<file path="src/rtl/decode_stage_if.sv">
// Bus between the decode stage and its neighbours: the instruction and writeback inputs, plus the decoded control and operands.
// No storage here; it only groups signals, so it adds no latency.
// No flow control: the pipeline drives a new instruction every cycle.
`ifndef BITS_REGFILE
`define BITS_REGFILE 5
`endif

interface decode_stage_if #(
    parameter int AddrSize = 32
);
    // Instruction from fetch and the writeback port
    logic [AddrSize-1:0]      instruction_i;
    logic [`BITS_REGFILE-1:0] destination_i;
    logic [AddrSize-1:0]      datareg_i;
    logic                     wreg_i;

    // Decoded control and operands sent to execute
    logic                     wreg_o;
    logic                     m2reg_o;
    logic                     wmem_o;
    logic [3:0]               aluc_o;
    logic                     aluimm_o;
    logic [`BITS_REGFILE-1:0] destination_o;
    logic [AddrSize-1:0]      op1_o;
    logic [AddrSize-1:0]      op2_o;
    logic [AddrSize-1:0]      extendedimm_o;

    // Upstream side: drives the instruction and writeback, and receives the decode results
    modport master (
        output instruction_i, destination_i, datareg_i, wreg_i,
        input  wreg_o, m2reg_o, wmem_o, aluc_o, aluimm_o,
               destination_o, op1_o, op2_o, extendedimm_o
    );

    // Decode stage side
    modport slave (
        input  instruction_i, destination_i, datareg_i, wreg_i,
        output wreg_o, m2reg_o, wmem_o, aluc_o, aluimm_o,
               destination_o, op1_o, op2_o, extendedimm_o
    );
endinterface

</file>
<file path="src/rtl/decode_stage.sv">
// MIPS-subset decode and operand fetch: a 32-entry register file plus combinational control decode.
// Zero-cycle decode. A writeback reaches reads in the same cycle through the bypass, and is stored at the next edge.
// No backpressure: the stage consumes one instruction per cycle.
`ifndef BITS_REGFILE
`define BITS_REGFILE 5
`endif

module decode_stage #(
    parameter int AddrSize = 32
) (
    input  logic                 clk_i,
    input  logic                 rst_i,
    decode_stage_if.slave        bus
);
    localparam logic [3:0] ALU_ADD = 4'd0;
    localparam logic [3:0] ALU_SUB = 4'd1;
    localparam logic [3:0] ALU_AND = 4'd2;
    localparam logic [3:0] ALU_OR  = 4'd3;
    localparam logic [3:0] ALU_XOR = 4'd4;
    localparam logic [3:0] ALU_SLL = 4'd5;
    localparam logic [3:0] ALU_SRL = 4'd6;
    localparam logic [3:0] ALU_SRA = 4'd7;
    localparam logic [3:0] ALU_LUI = 4'd8;

    localparam int NumRegs = 1 << `BITS_REGFILE;

    logic [AddrSize-1:0] regs [NumRegs];

    logic [5:0]               op;
    logic [5:0]               funct;
    logic [`BITS_REGFILE-1:0] rs;
    logic [`BITS_REGFILE-1:0] rt;
    logic [`BITS_REGFILE-1:0] rd;
    logic [4:0]               shamt;
    logic [15:0]              imm;

    assign op    = bus.instruction_i[31:26];
    assign rs    = bus.instruction_i[25:21];
    assign rt    = bus.instruction_i[20:16];
    assign rd    = bus.instruction_i[15:11];
    assign shamt = bus.instruction_i[10:6];
    assign funct = bus.instruction_i[5:0];
    assign imm   = bus.instruction_i[15:0];

    // Register file: reset clears it asynchronously; r0 is never written
    always_ff @(posedge clk_i or posedge rst_i) begin
        if (rst_i) begin
            for (int i = 0; i < NumRegs; i++) regs[i] <= '0;
        end else if (bus.wreg_i && bus.destination_i != '0) begin
            regs[bus.destination_i] <= bus.datareg_i;
        end
    end

    // Read port with r0 hardwired to zero and a same-cycle writeback bypass
    function automatic logic [AddrSize-1:0] read_reg(input logic [`BITS_REGFILE-1:0] idx);
        if (idx == '0)
            return '0;
        else if (bus.wreg_i && bus.destination_i == idx)
            return bus.datareg_i;
        else
            return regs[idx];
    endfunction

    // Decode the control fields and select the operands. Every output is held at zero during reset
    always_comb begin
        logic is_shift;
        is_shift          = 1'b0;
        bus.wreg_o        = 1'b0;
        bus.m2reg_o       = 1'b0;
        bus.wmem_o        = 1'b0;
        bus.aluc_o        = ALU_ADD;
        bus.aluimm_o      = 1'b0;
        bus.destination_o = '0;
        bus.extendedimm_o = {{(AddrSize-16){imm[15]}}, imm};

        case (op)
            6'h00: begin
                // Unknown funct codes leave every control output at zero (NOP)
                bus.wreg_o        = 1'b1;
                bus.destination_o = rd;
                case (funct)
                    6'h20: bus.aluc_o = ALU_ADD;
                    6'h22: bus.aluc_o = ALU_SUB;
                    6'h24: bus.aluc_o = ALU_AND;
                    6'h25: bus.aluc_o = ALU_OR;
                    6'h26: bus.aluc_o = ALU_XOR;
                    6'h00: begin bus.aluc_o = ALU_SLL; is_shift = 1'b1; end
                    6'h02: begin bus.aluc_o = ALU_SRL; is_shift = 1'b1; end
                    6'h03: begin bus.aluc_o = ALU_SRA; is_shift = 1'b1; end
                    default: begin
                        bus.wreg_o        = 1'b0;
                        bus.destination_o = '0;
                    end
                endcase
                if (is_shift) begin
                    bus.aluimm_o      = 1'b1;
                    bus.extendedimm_o = {{(AddrSize-5){1'b0}}, shamt};
                end
            end
            6'h08: begin
                bus.wreg_o = 1'b1; bus.aluimm_o = 1'b1; bus.destination_o = rt;
                bus.aluc_o = ALU_ADD;
            end
            6'h0C, 6'h0D, 6'h0E, 6'h0F: begin
                bus.wreg_o = 1'b1; bus.aluimm_o = 1'b1; bus.destination_o = rt;
                bus.extendedimm_o = {{(AddrSize-16){1'b0}}, imm};
                case (op[1:0])
                    2'b00:   bus.aluc_o = ALU_AND;
                    2'b01:   bus.aluc_o = ALU_OR;
                    2'b10:   bus.aluc_o = ALU_XOR;
                    default: bus.aluc_o = ALU_LUI;
                endcase
            end
            6'h23: begin
                bus.wreg_o = 1'b1; bus.m2reg_o = 1'b1; bus.aluimm_o = 1'b1;
                bus.destination_o = rt; bus.aluc_o = ALU_ADD;
            end
            6'h2B: begin
                bus.wmem_o = 1'b1; bus.aluimm_o = 1'b1;
                bus.destination_o = rt; bus.aluc_o = ALU_ADD;
            end
            default: ;
        endcase

        // Shifts take their source operand from rt rather than rs
        bus.op1_o = is_shift ? read_reg(rt) : read_reg(rs);
        bus.op2_o = read_reg(rt);

        if (rst_i) begin
            bus.wreg_o        = 1'b0;
            bus.m2reg_o       = 1'b0;
            bus.wmem_o        = 1'b0;
            bus.aluc_o        = '0;
            bus.aluimm_o      = 1'b0;
            bus.destination_o = '0;
            bus.op1_o         = '0;
            bus.op2_o         = '0;
            bus.extendedimm_o = '0;
        end
    end
endmodule

</file>
<file path="src/flat_wrapper.sv">
// flat-port wrapper written by rule: the top's interface ports become plain ports
module decode_stage_flat 
#(
    parameter int AddrSize = 32
)
  (clk_i, rst_i, bus_instruction_i, bus_destination_i, bus_datareg_i, bus_wreg_i, bus_wreg_o, bus_m2reg_o, bus_wmem_o, bus_aluc_o, bus_aluimm_o, bus_destination_o, bus_op1_o, bus_op2_o, bus_extendedimm_o);
  decode_stage_if #(.AddrSize(AddrSize)) bus_i ();
  input  logic clk_i;
  input  logic rst_i;
  input wire logic [$bits(bus_i.instruction_i)-1:0] bus_instruction_i;
  input wire logic [$bits(bus_i.destination_i)-1:0] bus_destination_i;
  input wire logic [$bits(bus_i.datareg_i)-1:0] bus_datareg_i;
  input wire logic [$bits(bus_i.wreg_i)-1:0] bus_wreg_i;
  output wire logic [$bits(bus_i.wreg_o)-1:0] bus_wreg_o;
  output wire logic [$bits(bus_i.m2reg_o)-1:0] bus_m2reg_o;
  output wire logic [$bits(bus_i.wmem_o)-1:0] bus_wmem_o;
  output wire logic [$bits(bus_i.aluc_o)-1:0] bus_aluc_o;
  output wire logic [$bits(bus_i.aluimm_o)-1:0] bus_aluimm_o;
  output wire logic [$bits(bus_i.destination_o)-1:0] bus_destination_o;
  output wire logic [$bits(bus_i.op1_o)-1:0] bus_op1_o;
  output wire logic [$bits(bus_i.op2_o)-1:0] bus_op2_o;
  output wire logic [$bits(bus_i.extendedimm_o)-1:0] bus_extendedimm_o;
  assign bus_i.instruction_i = bus_instruction_i;
  assign bus_i.destination_i = bus_destination_i;
  assign bus_i.datareg_i = bus_datareg_i;
  assign bus_i.wreg_i = bus_wreg_i;
  assign bus_wreg_o = bus_i.wreg_o;
  assign bus_m2reg_o = bus_i.m2reg_o;
  assign bus_wmem_o = bus_i.wmem_o;
  assign bus_aluc_o = bus_i.aluc_o;
  assign bus_aluimm_o = bus_i.aluimm_o;
  assign bus_destination_o = bus_i.destination_o;
  assign bus_op1_o = bus_i.op1_o;
  assign bus_op2_o = bus_i.op2_o;
  assign bus_extendedimm_o = bus_i.extendedimm_o;
  decode_stage #(.AddrSize(AddrSize)) u_core (.clk_i(clk_i), .rst_i(rst_i), .bus(bus_i));
endmodule
</file>
<file path="config.mk">
export PLATFORM = sky130hd
export DESIGN_NAME = decode_stage_flat
export DESIGN_NICKNAME = d
export VERILOG_FILES = /design/src/rtl/decode_stage_if.sv /design/src/rtl/decode_stage.sv /design/src/flat_wrapper.sv
export SDC_FILE = /design/constraint.sdc
export NUM_CORES = 2
export LEC_CHECK = 0
export BUFFER_PORTS_ARGS = -buffer_cell sky130_fd_sc_hd__buf_2
export CELL_PAD_IN_SITES_DETAIL_PLACEMENT = 1
export CELL_PAD_IN_SITES_GLOBAL_PLACEMENT = 1
export CORE_AREA = 2 2 437 439
export CTS_BUF_LIST = sky130_fd_sc_hd__clkbuf_4 sky130_fd_sc_hd__clkbuf_8
export CTS_CLUSTER_SIZE = 20
export DETAILED_ROUTE_END_ITERATION = 10
export DIE_AREA = 0 0 439 441
export GPL_TIMING_DRIVEN = 0
export PLACE_DENSITY_LB_ADDON = 0.1
export SLEW_MARGIN = 20
export SYNTH_ARGS = -nofsm -noshare
export SYNTH_HDL_FRONTEND = slang
export SYNTH_SLANG_ARGS = --single-unit
</file>
<file path="constraint.sdc">
create_clock -name clk_i -period 52.7 [get_ports clk_i]
set_input_delay 7.905 -clock clk_i [delete_from_list [all_inputs] [get_ports clk_i]]
set_output_delay 7.905 -clock clk_i [all_outputs]
set_load 0.03 [all_outputs]
</file>
======== Word-level counts from Yosys, hierarchy flattened ========
Index checks and enable logic that the tools add are counted.
storage, ports and cells
  memory bits (writable) .................. 0
  memories kept ........................... 0
  register bits ........................... 1,024
  output and inout bits ................... 109
  ROM bits ................................ 0
  bits in latches ......................... 0
  input port bits ......................... 72
operators by class
  $mul .................................... 0
  shift-type cells ........................ 0
  equal/unequal tests ..................... 18
  div/mod/pow operators ................... 0
  order comparisons ....................... 4
  reduce and logical (&&, ||, !) cells .... 15
  mux-type cells .......................... 39
  bitwise logic cells ..................... 3
  add/subtract/negate cells ............... 0
operators by type and width
  kind                  number
  $bwmux W1024          1
  $mux W32              14
  $bmux W32 S5          2
  $demux W32 S5         1
  $pmux W32 S2          1
  $eq A6 B6 Y1 const B  7
  $eq A6 B4 Y1 const B  5
  $pmux W3 S7           1
  $ge A6 B6 Y1 const B  3
  $not A5 Y6            3
  $eq A6 B2 Y1 const B  2
  $logic_not A6 Y1      2
  $pmux W4 S3           1
  $mux W1               11
  $eq A5 B5 Y1          2
  $logic_not A5 Y1      2
  $mux W5               2
  $pmux W5 S2           1
  $pmux W4 S2           1
  $reduce_or A8 Y1      1
  $reduce_or A7 Y1      1
  $lt A6 B1 Y1 const B  1
  $reduce_or A6 Y1      1
  $reduce_bool A5 Y1    1
  8 further kinds       12

======== Depth between registers and ports, before layout ========
  depth in word-level cells ............... 8
  mapped depth ............................ 11
  mapped depth without buffers ............ 6

======== Worst setup path before layout ========
No wires, ideal clock.
  path type ............................... in2out
  start ................................... in rst_i
  end ..................................... out bus_extendedimm_o[10]
  arrival ................................. 40,954 ps
  buffers on the path ..................... 1
  slack ................................... 3,841 ps
  data required time ...................... 44,795 ps
  stages .................................. 3
  path through ............................ inv_1 -> clkbuf_1 -> and3_1
between the ends
  word-level cells in the longest chain between the ends .. 1
RTL lines
  what         RTL line             text
  from (decl)  flat_wrapper.sv:9    input logic rst_i;
  $mux W32     decode_stage.sv:129  if (rst_i) begin
  to (decl)    flat_wrapper.sv:22   output wire logic [$bits(bus_i.extendedimm_o)-1:0] bus_extendedimm_o;
No other way between the ends.

======== Worst setup path after layout ========
  start ................................... in bus_instruction_i[18]
  end ..................................... out bus_op1_o[0]
between the ends
  word-level cells in the longest chain between the ends .. 8
  elaborated cells on any way between the ends .. 11
RTL lines
  what                                         RTL line             text
  from (decl)                                  flat_wrapper.sv:10   input wire logic [$bits(bus_i.instruction_i)-1:0] bus_instruction_i;
  $not A5 Y6 (not written as such)             decode_stage.sv:61   return regs[idx];
  $bmux W32 S5                                 decode_stage.sv:61
  $mux W32 (not written as such) (2 in a row)  decode_stage.sv:61
  $mux W32                                     decode_stage.sv:58   else if (bus.wreg_i && bus.destination_i == idx)
  $mux W32 *                                   decode_stage.sv:56   if (idx == '0)
  $mux W32 *                                   decode_stage.sv:126  bus.op1_o = is_shift ? read_reg(rt) : read_reg(rs);
  $mux W32 *                                   decode_stage.sv:129
  to (decl)                                    flat_wrapper.sv:20   output wire logic [$bits(bus_i.op1_o)-1:0] bus_op1_o;
Every way passes the cells marked *; elsewhere a longest branch is shown, timed or not. The select of a mux whose other input is x is not followed.

==> flow_summary.yaml <==
worst_setup_path:
  criticalPathCategory: "in2out"
  end_kind: "primary output"
  required_ps: 44790
  cpMaxStageDelayCell: "a211oi_1"
  cpMostUsedCell: "buf_2"
  critPathMaxStageDelay_ps: 970
  critPathLaunchType: "primary input"
  r2r-end: "u_core.regs[638]"
  path_cells: "buf_2 -> buf_2 -> buf_6 -> inv_1 -> clkbuf_1 -> nand3_1 -> o22ai_1 -> a211oi_2 -> a221oi_1 -> a211oi_1 -> buf_2"
  cp_top_family: "compound AO/OA/AOI/OAI gates"
  worst-r2r-cell-count: 1
  cp_num_buf_inv: 6
  critPathMaxFanout: 10
  rrSetupSlack_ps: 51870
  arrival_ps: 12440
  rr_startpoint: "u_core.regs[638]"
drt:
  num_vias: 41000
  wirelength_um: 286000
  drtAntennaViolNets: 0
  via_per_inst: 5.78
  drtIter0Drc: 3501
  drc: 0
  detail_route.first_pass.iterations: 6
  drt-wirelength-per-cell_um: 40.4
clocking:
  cts_setup_buffers: 0
  root_buffer: "clkbuf_8"
  clock_sinks: 1024
  htreeDepth: 4
  cts.repair.resized: 0
  cts_tree: "done"
  clk_latency_ps: 960
  numCtsBuffers: 197
  postCtsHoldBufs: 0
  clockBufferDepth: 3
  clk_pin_slew_ps: 60
sta:
  slew_viol_final: 0
  hold_slack_ps: 477
  grt_setup_unrepaired: "false"
  finalWorstSetupSlack_ps: 32360
  slew-limit-headroom: 0.161
  hold_viol: 0
  tightest_slew_ps: 1250
  fin_crit_sh: 0.386
  finalSetupViolations: 0
  layout_min_cycle_time_ps: 20340
  tns_ps: 0
  fmax_ghz: 0.0492
  worst_clock_skew_ps: 0
grt:
  grt_pass1_vias: 42800
  grtUsageTotal: 0.294
  grt_antenna_before_repair: 22
  grt_pass1_wl_um: 383000
  overflow: 0
  grt_max_degree: 50
synthesis:
  ys_types: 71
  synth_area_leaders: "dfrtp_1 (45%), mux2_2 (21%), mux4_2 (17%), mux2i_1 (2.0%), a22oi_1 (1.5%)"
  syn_nets: 4094
  yosysSeqAreaShare: 0.454
  synth_top_cell_by_area: "dfrtp_1"
  synth_seq_cells: 1024
  avgSynthCellArea_um2: 14.0
  postSynthCellCount: 4022
  synth-main-ff-cell: "dfrtp_1"
  synth_edf_count: 0
  async_flop_share: 1.00
  synth_warnings: 0
  synth_area_um2: 56500
  synth_top_cell_area_share: 0.454
pwr:
  pwr-share-comb: 0.230
  internal_power_mw: 1.72
  p_seq_frac: 0.417
  p_per_area_nw_per_um2: 38.3
  cellLeakagePower_nw: 28.0
  swShare: 0.315
  vdd_ir_drop_max_mv: 0.0184
  clock_power_share: 0.353
  netSwitchingPower_mw: 0.792
status:
  outcome: "complete, no violations"
floorplan:
  coreArea_um2: 189000
  start_util: 0.298
  die_y_um: 441
  rows: 160
  die_w_um: 439
  ioPinCount: 181
  dieArea_um2: 194000
worst_hold_path:
  min-delay-start: "u_core.regs[993]"
  holdPathStages: 1
  hold-path-endpoint: "u_core.regs[993]"
  hold_path_class: "reg2reg"
finish:
  final_util: 0.346
  drive_gt1_frac: 0.495
  instances_no_fill: 7093
  area_delta_synth_final_pct: 16.1
  fin_nets: 4485
  mostFrequentLayoutCell: "mux2_2"
  largest_registers: "u_core.regs: 1024 flops"
  final_cell_mix: "mux2_2 (1035), dfrtp_1 (1024), mux4_2 (419)"
  largest_reg_flops: 1024
  top_register: "u_core.regs"
placed_design:
  placed_cells_incl_taps: 6725
  dp_slack_ps: 32530
  dpl.hpwl_um: 218000
  gp_congestion: 1.02
  portBuffers: 164
job:
  maxCapViolCount: 0
per-layer routing:
layer	vias up	share of wire	global-route usage
li1	16300	-	-
met3	579	0.052	0.0483
met4	10	0.073	0.185
met1	22500	0.40	0.367
met2	1533	0.47	0.476
met5	-	0.00032	0
cell families after synthesis:
kind of cell | count (synthesis) | share of synthesized area
flops | 1024 | 0.454
compound gates | 514 | 0.0645
mux | 1582 | 0.400
xor+xnor | 11 | 0.00171
buf+inv | 474 | 0.0442
simple gates | 417 | 0.0355
through the flow:
stage / total power [mW] / instance area [µm²]
floorplan: 1.41 / 56500
global placement: 1.62 / 60400
detailed placement: 1.64 / 61100
CTS: 2.53 / 65500
global route: 2.61 / 65500
finish: 2.51 / 65500
final cells by class:
| type | count | area, µm² |
|---|---|---|
| fill | 19900 | 124000 |
| multi-input combinational | 2524 | 28400 |
| sequential | 1024 | 25600 |
| clock buffer | 331 | 4100 |
| tap | 2511 | 3140 |
| buffer | 463 | 2520 |
| timing repair buffer | 192 | 1470 |
| clock inverter | 26 | 250 |
| inverter | 11 | 41.3 |
| antenna | 11 | 27.5 |
worst max-delay path by stage:
stage / startpoint / end / slack, ps / cells after the start
2_1_floorplan: rst_i / bus_extendedimm_o[10] / 3840 / 3
3_3_place_gp: rst_i / u_core.regs[135] / -18120 / 3
3_5_place_dp: bus_instruction_i[18] / bus_op1_o[0] / 32530 / 11
4_1_cts: bus_instruction_i[18] / bus_op1_o[0] / 32530 / 11
5_1_grt: bus_instruction_i[18] / bus_op1_o[10] / 32540 / 11
6_report: bus_instruction_i[18] / bus_op1_o[0] / 32360 / 11
cells in the mapped netlist (28+ instances only):
cell      instances
buf_6            28
nor2_1           83
nand3_1          28
mux2_2         1035
a21oi_1         101
nand2_1         157
a22oi_1         110
buf_4            40
buf_1            55
o22ai_1          60
clkbuf_1        220
o211ai_1         36
buf_2           103
nor3_1           36
a221oi_1         36
dfrtp_1        1024
mux2i_1         114
mux4_2          419
power by group through the flow:
stage / registers [mW] / clock network [mW] / logic [mW]
finish: 1.05 / 0.885 / 0.578
global route: 1.07 / 0.939 / 0.600
CTS: 1.04 / 0.904 / 0.580
detailed placement: 1.06 / 0 / 0.579
global placement: 1.05 / 0 / 0.565
floorplan: 1.02 / 0 / 0.384
Power figures use the tool's default switching activity.
